--- src/rtl/instr_fetch_unit.sv ---
// Fetch stage of the RV32I core: owns the PC, issues one instruction-memory
// read at a time, holds the returned word for decode and accepts redirects
// from execute.
// Optional feature macro: FETCH_MISALIGN_TRAP_EN (misaligned-redirect trap
// with S_FAULT state and fetch_misalign output). Without it, redirect targets
// are forced word-aligned.
module instr_fetch_unit #(
    parameter logic [31:0] RESET_PC  = 32'h0000_0000,
    parameter logic [31:0] NOP_INSTR = 32'h0000_0013
) (
    input  logic        clk,
    input  logic        rst,
    output logic        imem_req_valid,
    input  logic        imem_req_ready,
    output logic [31:0] imem_addr,
    input  logic        imem_rsp_valid,
    input  logic [31:0] imem_rsp_data,
    input  logic        redirect_valid,
    input  logic [31:0] redirect_target,
    input  logic        decode_ready,
    output logic        instr_valid,
    output logic [31:0] instruction,
    output logic [6:0]  opcode,
    output logic [31:0] instr_pc,
    output logic [31:0] pc_plus4
`ifdef FETCH_MISALIGN_TRAP_EN
    ,
    output logic        fetch_misalign
`endif
);

    typedef enum logic [2:0] {
        S_REQ   = 3'd0,
        S_WAIT  = 3'd1,
        S_HOLD  = 3'd2,
        S_DRAIN = 3'd3
`ifdef FETCH_MISALIGN_TRAP_EN
        ,
        S_FAULT = 3'd4
`endif
    } state_t;

    state_t      state;
    state_t      redir_state_c;
    logic [31:0] pc;
    logic [31:0] redirect_pc_c;
    logic        handshake_c;
    logic        in_flight_c;
    logic        misalign_c;

`ifdef FETCH_MISALIGN_TRAP_EN
    logic        fault_drain;
`endif

    assign imem_addr   = pc;
    assign opcode      = instruction[6:0];
    assign pc_plus4    = instr_pc + 32'd4;
    assign handshake_c = (state == S_REQ) && imem_req_valid && imem_req_ready;

`ifdef FETCH_MISALIGN_TRAP_EN
    assign redirect_pc_c = redirect_target;
    assign misalign_c    = |redirect_target[1:0];
`else
    // Low target bits are dropped: the PC is always word aligned.
    logic unused_target_lsbs;
    assign unused_target_lsbs = ^redirect_target[1:0];
    assign redirect_pc_c      = {redirect_target[31:2], 2'b00};
    assign misalign_c         = 1'b0;
`endif

    // A request is still owed a response after this cycle if we redirect now.
    always_comb begin
        in_flight_c = 1'b0;
        case (state)
            S_REQ:   in_flight_c = handshake_c;
            S_WAIT:  in_flight_c = !imem_rsp_valid;
            S_DRAIN: in_flight_c = !imem_rsp_valid;
`ifdef FETCH_MISALIGN_TRAP_EN
            S_FAULT: in_flight_c = fault_drain && !imem_rsp_valid;
`endif
            default: in_flight_c = 1'b0;
        endcase
    end

    // Destination state on a redirect; a response landing in the same cycle
    // as a redirect in S_DRAIN retires the drain rather than waiting forever.
    always_comb begin
        redir_state_c = in_flight_c ? S_DRAIN : S_REQ;
`ifdef FETCH_MISALIGN_TRAP_EN
        if (misalign_c) begin
            redir_state_c = S_FAULT;
        end
`endif
    end

    // Fetch FSM with registered request, instruction and status outputs.
    always_ff @(posedge clk) begin
        if (rst) begin
            state          <= S_REQ;
            pc             <= RESET_PC;
            imem_req_valid <= 1'b0;
            instr_valid    <= 1'b0;
            instruction    <= NOP_INSTR;
            instr_pc       <= 32'h0000_0000;
`ifdef FETCH_MISALIGN_TRAP_EN
            fetch_misalign <= 1'b0;
            fault_drain    <= 1'b0;
`endif
        end else if (redirect_valid) begin
            state          <= redir_state_c;
            pc             <= redirect_pc_c;
            imem_req_valid <= (redir_state_c == S_REQ);
            instr_valid    <= 1'b0;
            instruction    <= NOP_INSTR;
`ifdef FETCH_MISALIGN_TRAP_EN
            fetch_misalign <= misalign_c;
            fault_drain    <= misalign_c && in_flight_c;
`endif
        end else begin
            case (state)
                S_REQ: begin
                    if (!imem_req_valid) begin
                        imem_req_valid <= 1'b1;
                    end else if (imem_req_ready) begin
                        imem_req_valid <= 1'b0;
                        state          <= S_WAIT;
                    end
                end
                S_WAIT: begin
                    if (imem_rsp_valid) begin
                        instruction <= imem_rsp_data;
                        instr_pc    <= pc;
                        instr_valid <= 1'b1;
                        state       <= S_HOLD;
                    end
                end
                S_HOLD: begin
                    if (decode_ready) begin
                        pc             <= pc + 32'd4;
                        instr_valid    <= 1'b0;
                        instruction    <= NOP_INSTR;
                        imem_req_valid <= 1'b1;
                        state          <= S_REQ;
                    end
                end
                S_DRAIN: begin
                    if (imem_rsp_valid) begin
                        imem_req_valid <= 1'b1;
                        state          <= S_REQ;
                    end
                end
`ifdef FETCH_MISALIGN_TRAP_EN
                S_FAULT: begin
                    if (imem_rsp_valid) begin
                        fault_drain <= 1'b0;
                    end
                end
`endif
                default: begin
                    imem_req_valid <= 1'b0;
                    instr_valid    <= 1'b0;
                    state          <= S_REQ;
                end
            endcase
        end
    end

endmodule
--- config.mk ---
export PLATFORM = sky130hd
export DESIGN_NAME = instr_fetch_unit
export DESIGN_NICKNAME = d
export VERILOG_FILES = /design/src/rtl/instr_fetch_unit.sv
export SDC_FILE = /design/constraint.sdc
export NUM_CORES = 1
export LEC_CHECK = 0
export ABC_CLOCK_PERIOD_IN_PS = 3300
export BUFFER_PORTS_ARGS = -buffer_cell sky130_fd_sc_hd__buf_2
export CORE_UTILIZATION = 45
export DETAILED_ROUTE_END_ITERATION = 7
export GPL_TIMING_DRIVEN = 0
export MAX_ROUTING_LAYER = met4
export PLACE_DENSITY_LB_ADDON = 0.08
export SYNTH_ARGS = -nofsm -noshare
export SYNTH_HDL_FRONTEND = slang
export SYNTH_SLANG_ARGS = --single-unit
--- constraint.sdc ---
create_clock -name clk -period 3.3 [get_ports clk]
set_input_delay 0.33 -clock clk [delete_from_list [all_inputs] [get_ports clk]]
set_output_delay 0.33 -clock clk [all_outputs]
set_load 0.005 [all_outputs]
Word-level counts from Yosys, hierarchy flattened
Cells that the tools add are included.
{"block": "op_classes", "addsub": 2, "n_eq_ne": 11, "muxes": 23, "bitwise_logic": 2, "n_reduce_logical": 18}
{"cell": "32-bit 2-to-1 mux", "count": 5}
{"cell": "32-bit by 3-bit adder with 32-bit output, second input constant", "count": 2}
{"cell": "32-bit one-hot mux with 2 select lines", "count": 1}
{"cell": "3-bit 2-to-1 mux", "count": 6}
{"cell": "3-bit inequality test, second input constant", "count": 5}
{"cell": "3-bit one-hot mux with 4 select lines", "count": 1}
{"cell": "3-bit AND reduction", "count": 4}
{"cell": "3-bit by 2-bit equality test with 1-bit output, second input constant", "count": 2}
{"cell": "3-bit logical NOT", "count": 2}
{"cell": "1-bit 2-to-1 mux", "count": 6}
{"cell": "2-bit inequality test, second input constant", "count": 3}
{"cell": "2-bit nonzero test", "count": 3}
{"cell": "2-bit OR reduction", "count": 3}
{"cell": "5-bit AND reduction", "count": 1}
{"cell": "1-bit one-hot mux with 4 select lines", "count": 1}
{"cell": "2-bit AND reduction", "count": 2}
{"cell": "3-bit by 1-bit equality test with 1-bit output, second input constant", "count": 1}
{"cell": "1-bit one-hot mux with 3 select lines", "count": 1}
{"cell": "1-bit logical AND", "count": 2}
{"cell": "2-bit 2-to-1 mux", "count": 1}
{"cell": "1-bit NOT", "count": 2}
{"cell": "1-bit one-hot mux with 2 select lines", "count": 1}
{"cell": "1-bit logical NOT", "count": 1}
{"block": "totals", "register_bits": 101, "input_bits": 70, "out_inout_bits": 137, "wordCells": 63}

Depth between registers and ports, before layout
{"block": "depth", "word_depth": 7, "ltp_mapped": 8, "ltp_nobuf": 6}

Worst setup path after synthesis
No wires, ideal clock.
{"block": "synth_timing", "kind": "register -> output", "start": "register instr_pc[2]", "end": "output port pc_plus4[26]", "arrival_ns": 1.741, "required_ns": 2.970, "path_slack_ns": 1.229, "stages_incl_launch_ff": 6, "path_buffers": 0, "cell_sequence": "dfxtp_1 -> ha_1 -> nand3_1 -> nor4_1 -> nand4_1 -> xnor2_1"}
{"block": "synth_between", "elab_chain_cells": 1}
{"item": "start, declared", "line": "24", "source": "output logic [31:0] instr_pc,"}
{"item": "start signal, assigned", "line": "132", "source": "instr_pc <= pc;"}
{"item": "32-bit by 3-bit adder with 32-bit output", "line": "57", "source": "assign pc_plus4 = instr_pc + 32'd4;"}
{"item": "end, declared", "line": "25", "source": "output logic [31:0] pc_plus4"}
No other way between the ends.

Worst setup path in the final report
{"block": "layout_timing", "start": "register instr_pc[10]", "end": "output port pc_plus4[27]"}
The elaborated chain is that of the path after synthesis.

==> impl_metrics.xml <==
<?xml version="1.0" encoding="UTF-8"?>
<metrics>
  <group name="run_status">
    <metric name="result_of_the_run" unit="">complete, no violations</metric>
  </group>
  <group name="final_layout">
    <metric name="n_fill_cell" unit="">995</metric>
    <metric name="antenna_cells" unit="">0</metric>
    <metric name="layout.cell_area.non_filler" unit="µm²">6300</metric>
    <metric name="drive_above_1_share" unit="%">28.23</metric>
    <metric name="nNetsFinal" unit="">915</metric>
    <metric name="layout_overhead_on_the_synthesized_area" unit="%">27.37</metric>
  </group>
  <group name="setup_path">
    <metric name="worst_r2r_endpoint" unit="">imem_addr[26]</metric>
    <metric name="cp_slowest_cell" unit="">sky130_fd_sc_hd__nor4_1</metric>
    <metric name="timing.critical_path.max_delay_family" unit="">simple AND/OR/NAND/NOR gates</metric>
    <metric name="critical_path.endpoint_type" unit="">primary output</metric>
    <metric name="endpoint" unit="">pc_plus4[27]</metric>
    <metric name="cpMostUsedCell" unit="">sky130_fd_sc_hd__nand4_1</metric>
    <metric name="criticalPathCategory" unit="">register to primary output</metric>
    <metric name="crit_path_max_fanout" unit="">7</metric>
    <metric name="crit_cells" unit="">5</metric>
    <metric name="critPathMaxStageDelay" unit="ps">1020</metric>
    <metric name="crit_path_start_kind" unit="">register</metric>
    <metric name="worstReg2RegStart" unit="">state[0]</metric>
    <metric name="critical_path_buf_inv_count" unit="">1</metric>
    <metric name="r2r_setup_slack" unit="ps">700</metric>
    <metric name="cp_data_arrival_time" unit="ps">2680</metric>
    <metric name="critPathRequiredTime" unit="ps">2970</metric>
    <metric name="rr_worst_depth" unit="">7</metric>
    <metric name="worstPathCellList" unit="">nand4_1, nor4_1, nand4_1, xnor2_1, buf_2</metric>
    <metric name="setup.worst_path.start" unit="">instr_pc[10]</metric>
  </group>
  <group name="synthesis">
    <metric name="yosys_register_bits" unit="">96</metric>
    <metric name="syn-mean-instance-area" unit="µm²">7.914</metric>
    <metric name="yosysUniqueCellTypes" unit="">48</metric>
    <metric name="synth.yosys.seq_area_share" unit="%">38.86</metric>
    <metric name="yosys_warnings" unit="">0</metric>
    <metric name="synthesis.area" unit="µm²">4946</metric>
    <metric name="postSynth.asyncResetShare" unit="%">0</metric>
    <metric name="number_of_synthesized_flops_with_an_enable_pin" unit="">0</metric>
    <metric name="synthesis.instances" unit="">625</metric>
    <metric name="yosys_most_used_dff" unit="">sky130_fd_sc_hd__dfxtp_1</metric>
  </group>
  <group name="placed_design">
    <metric name="port_buffers" unit="">197</metric>
    <metric name="hpwlAfterDp" unit="mm">11.35</metric>
    <metric name="placement.cell_area" unit="µm²">6121</metric>
    <metric name="globalplace.congestion" unit="">0.8686</metric>
  </group>
  <group name="detailed_routing">
    <metric name="dr.first_iter.drc_count" unit="">461</metric>
    <metric name="drc_errors" unit="">0</metric>
    <metric name="ant_nets" unit="">0</metric>
    <metric name="drt-total-wl" unit="mm">14.98</metric>
    <metric name="detail_route.wl_per_cell" unit="µm">15.30</metric>
    <metric name="route.vias.total" unit="">5292</metric>
    <metric name="drt-pass1-iter-count" unit="">5</metric>
    <metric name="vias_per_cell" unit="">5.406</metric>
  </group>
  <group name="die">
    <metric name="fp.dieH" unit="µm">106.8</metric>
    <metric name="boundaryPins" unit="">207</metric>
    <metric name="dieArea" unit="µm²">11410</metric>
    <metric name="core_region_area" unit="µm²">10510</metric>
    <metric name="die_w" unit="µm">106.8</metric>
    <metric name="row_cnt" unit="">37</metric>
    <metric name="initial_utilization" unit="%">47.07</metric>
  </group>
  <group name="clock_tree">
    <metric name="library_cell_used_as_clock_root_buffer" unit="">sky130_fd_sc_hd__clkbuf_8</metric>
    <metric name="clk_path_buf_depth" unit="">2</metric>
    <metric name="tritoncts_clock_tree" unit="">yes</metric>
    <metric name="clk-insertion-delay-late" unit="ps">370</metric>
    <metric name="htree_levels" unit="">3</metric>
    <metric name="clk_pin_slew_worst_paths" unit="ps">100</metric>
    <metric name="cts.sink_count" unit="">96</metric>
    <metric name="cts_inserted_buffers" unit="">9</metric>
  </group>
  <group name="min_path">
    <metric name="min_path_cells" unit="">3</metric>
    <metric name="hold_path.class" unit="">input pin to register</metric>
  </group>
  <group name="sta">
    <metric name="max_clock_freq" unit="GHz">0.3320</metric>
    <metric name="report.final.setup_viol" unit="">0</metric>
    <metric name="drv_slew" unit="">0</metric>
    <metric name="setup_repair_after_global_routing_missed_its_margin" unit="">false</metric>
    <metric name="min_cycle_time_layout" unit="ps">3012</metric>
    <metric name="final-hold-violation-count" unit="">0</metric>
    <metric name="finalSetupTns" unit="ps">0</metric>
    <metric name="tightestPinTransition" unit="ps">1142</metric>
    <metric name="fin_skew" unit="ps">14.33</metric>
    <metric name="timing.slew.headroom" unit="%">23.16</metric>
    <metric name="period_share" unit="%">91.27</metric>
  </group>
  <group name="grt">
    <metric name="grt_start_max_net_pins" unit="">16</metric>
    <metric name="number_of_antenna_violations_at_the_first_check_in_global_routing" unit="">0</metric>
    <metric name="grt_first_pass_wirelength" unit="mm">23.43</metric>
    <metric name="overall_global_routing_usage" unit="%">26.78</metric>
    <metric name="number_of_global_route_vias_before_repair" unit="">4722</metric>
    <metric name="grt.overflow.total" unit="">0</metric>
  </group>
  <group name="pwr">
    <metric name="power_leakage" unit="nW">2.645</metric>
    <metric name="power_density" unit="nW/µm²">412.7</metric>
    <metric name="ir_drop" unit="mV">0.2093</metric>
  </group>
  <group name="job">
    <metric name="max_cap_violations" unit="">0</metric>
  </group>
</metrics>
[metal layers]
layer	part of all wire [%]	GRT usage [%]	vias up	wire length (µm)
met5	0	-	-	0
met4	2.2	10.08	0	336
met3	5.9	3.647	25	879
met2	47	43.59	208	7069
met1	45	33.87	2435	6697
li1	-	-	2624	-
[power by group]
group          switching, mW  internal [mW]
clock                  0.420          0.294
combinational          0.330          0.244
sequential            0.0851           1.23
[cells by family (layout without fill, tap and decap cells)]
kind of cell / Yosys count / count (layout) / synth area share, %
other: 1 / 6 / 0.07582
muxes: 2 / 2 / 0.4300
DFF: 96 / 96 / 38.86
AOI/OAI and AO/OA: 128 / 128 / 16.14
and+or+nand+nor: 289 / 289 / 30.08
adders and majority gates: 7 / 7 / 1.771
xor gates and xnor gates: 37 / 37 / 6.552
buffers and inverters: 65 / 278 / 6.096
[per-stage QoR]
step / cells / hold WS [ps] / util (%) / power (mW) / setup slack, ps
6_report: 979 / 215.4 / 59.95 / 2.600 / 288.0
5_1_grt: 979 / 215.0 / 59.95 / 2.739 / 68.76
4_1_cts: 979 / 206.2 / 59.89 / 2.616 / 276.0
3_5_place_dp: 963 / 440.2 / 58.25 / 1.909 / 678.5
3_3_place_gp: 963 / 437.1 / 58.25 / 1.888 / 758.6
2_1_floorplan: 630 / 448.3 / - / 1.674 / 1229
[flip-flops by register name, summed over array words and instances, names as in the netlist]
register,cells
state,2
instruction,32
imem_addr,30
instr_pc,30
imem_req_valid,1
instr_valid,1
[tightest hold or removal path, delay by kind of cell]
kind	cells	cell delay [ps]
buffers and inverters	1	110
and+or+nand+nor	1	60
AOI/OAI and AO/OA	1	50
[cells in the final DEF (no fill, tap or decap), drive strengths merged, types with 2 or more instances in the layout]
master | netlist | layout
o211ai | 2 | 2
xor2 | 11 | 11
inv | 11 | 12
xnor2 | 26 | 26
ha | 7 | 7
dfxtp | 96 | 96
nand3 | 23 | 23
and2 | 5 | 5
clkinv | 0 | 3
a31oi | 3 | 3
and4 | 8 | 8
a2111oi | 4 | 4
nor2 | 34 | 34
clkbuf | 34 | 45
conb | 1 | 6
a21oi | 68 | 68
nor3b | 2 | 2
or2 | 3 | 3
nor4 | 6 | 6
o21ai | 9 | 9
nand4 | 16 | 16
nor2b | 2 | 2
or4 | 12 | 12
nand2 | 120 | 120
or3 | 6 | 6
o31ai | 8 | 8
and3 | 8 | 8
nor3 | 10 | 10
buf | 20 | 217
a211oi | 13 | 13
nand2b | 3 | 3
nand3b | 30 | 30
a311oi | 16 | 16
[synth_stat cells (all sizes together) (10+ instances only)]
master / count / area [µm²]
nor3: 10 / 50.05
nand4: 16 / 106.4
nor2: 34 / 127.6
xnor2: 26 / 227.7
xor2: 11 / 96.34
a311oi: 16 / 140.1
inv: 11 / 41.29
or4: 12 / 93.84
buf: 20 / 132.6
a21oi: 68 / 340.3
dfxtp: 96 / 1922
clkbuf: 34 / 127.6
nand3b: 30 / 225.2
nand3: 23 / 132.6
a211oi: 13 / 97.59
nand2: 120 / 450.4
[layout make-up]
cell class / count / area (µm²) / share of cell area (%)
buffer: 54 / 260.3 / 4.131
clock inverter: 5 / 31.28 / 0.4965
multi-input combinational: 469 / 2748 / 43.61
timing repair buffer: 197 / 985.9 / 15.65
clock buffer: 11 / 141.4 / 2.244
inverter: 11 / 41.29 / 0.6554
sequential: 96 / 1922 / 30.51
tap: 136 / 170.2 / 2.701
[what timing repair did]
action,CTS,global route
buffers inserted,0,0
hold buffers,0,0
gates resized for setup,0,1
endpoints found under the hold margin,0,0
setup endpoints to repair,0,1
[worst min path at each step]
stage | startpoint | to | slack [ps]
final | redirect_target[2] | imem_addr[2] | 220
after global placement | instruction[14] | instruction[14] | 440
after detailed placement | instruction[18] | instruction[18] | 440
after CTS | imem_rsp_data[19] | instruction[19] | 210
after global routing | imem_rsp_data[12] | instruction[12] | 210
after floorplan | instruction[11] | instruction[11] | 450
Note: power is estimated with default switching activity, not from simulation.
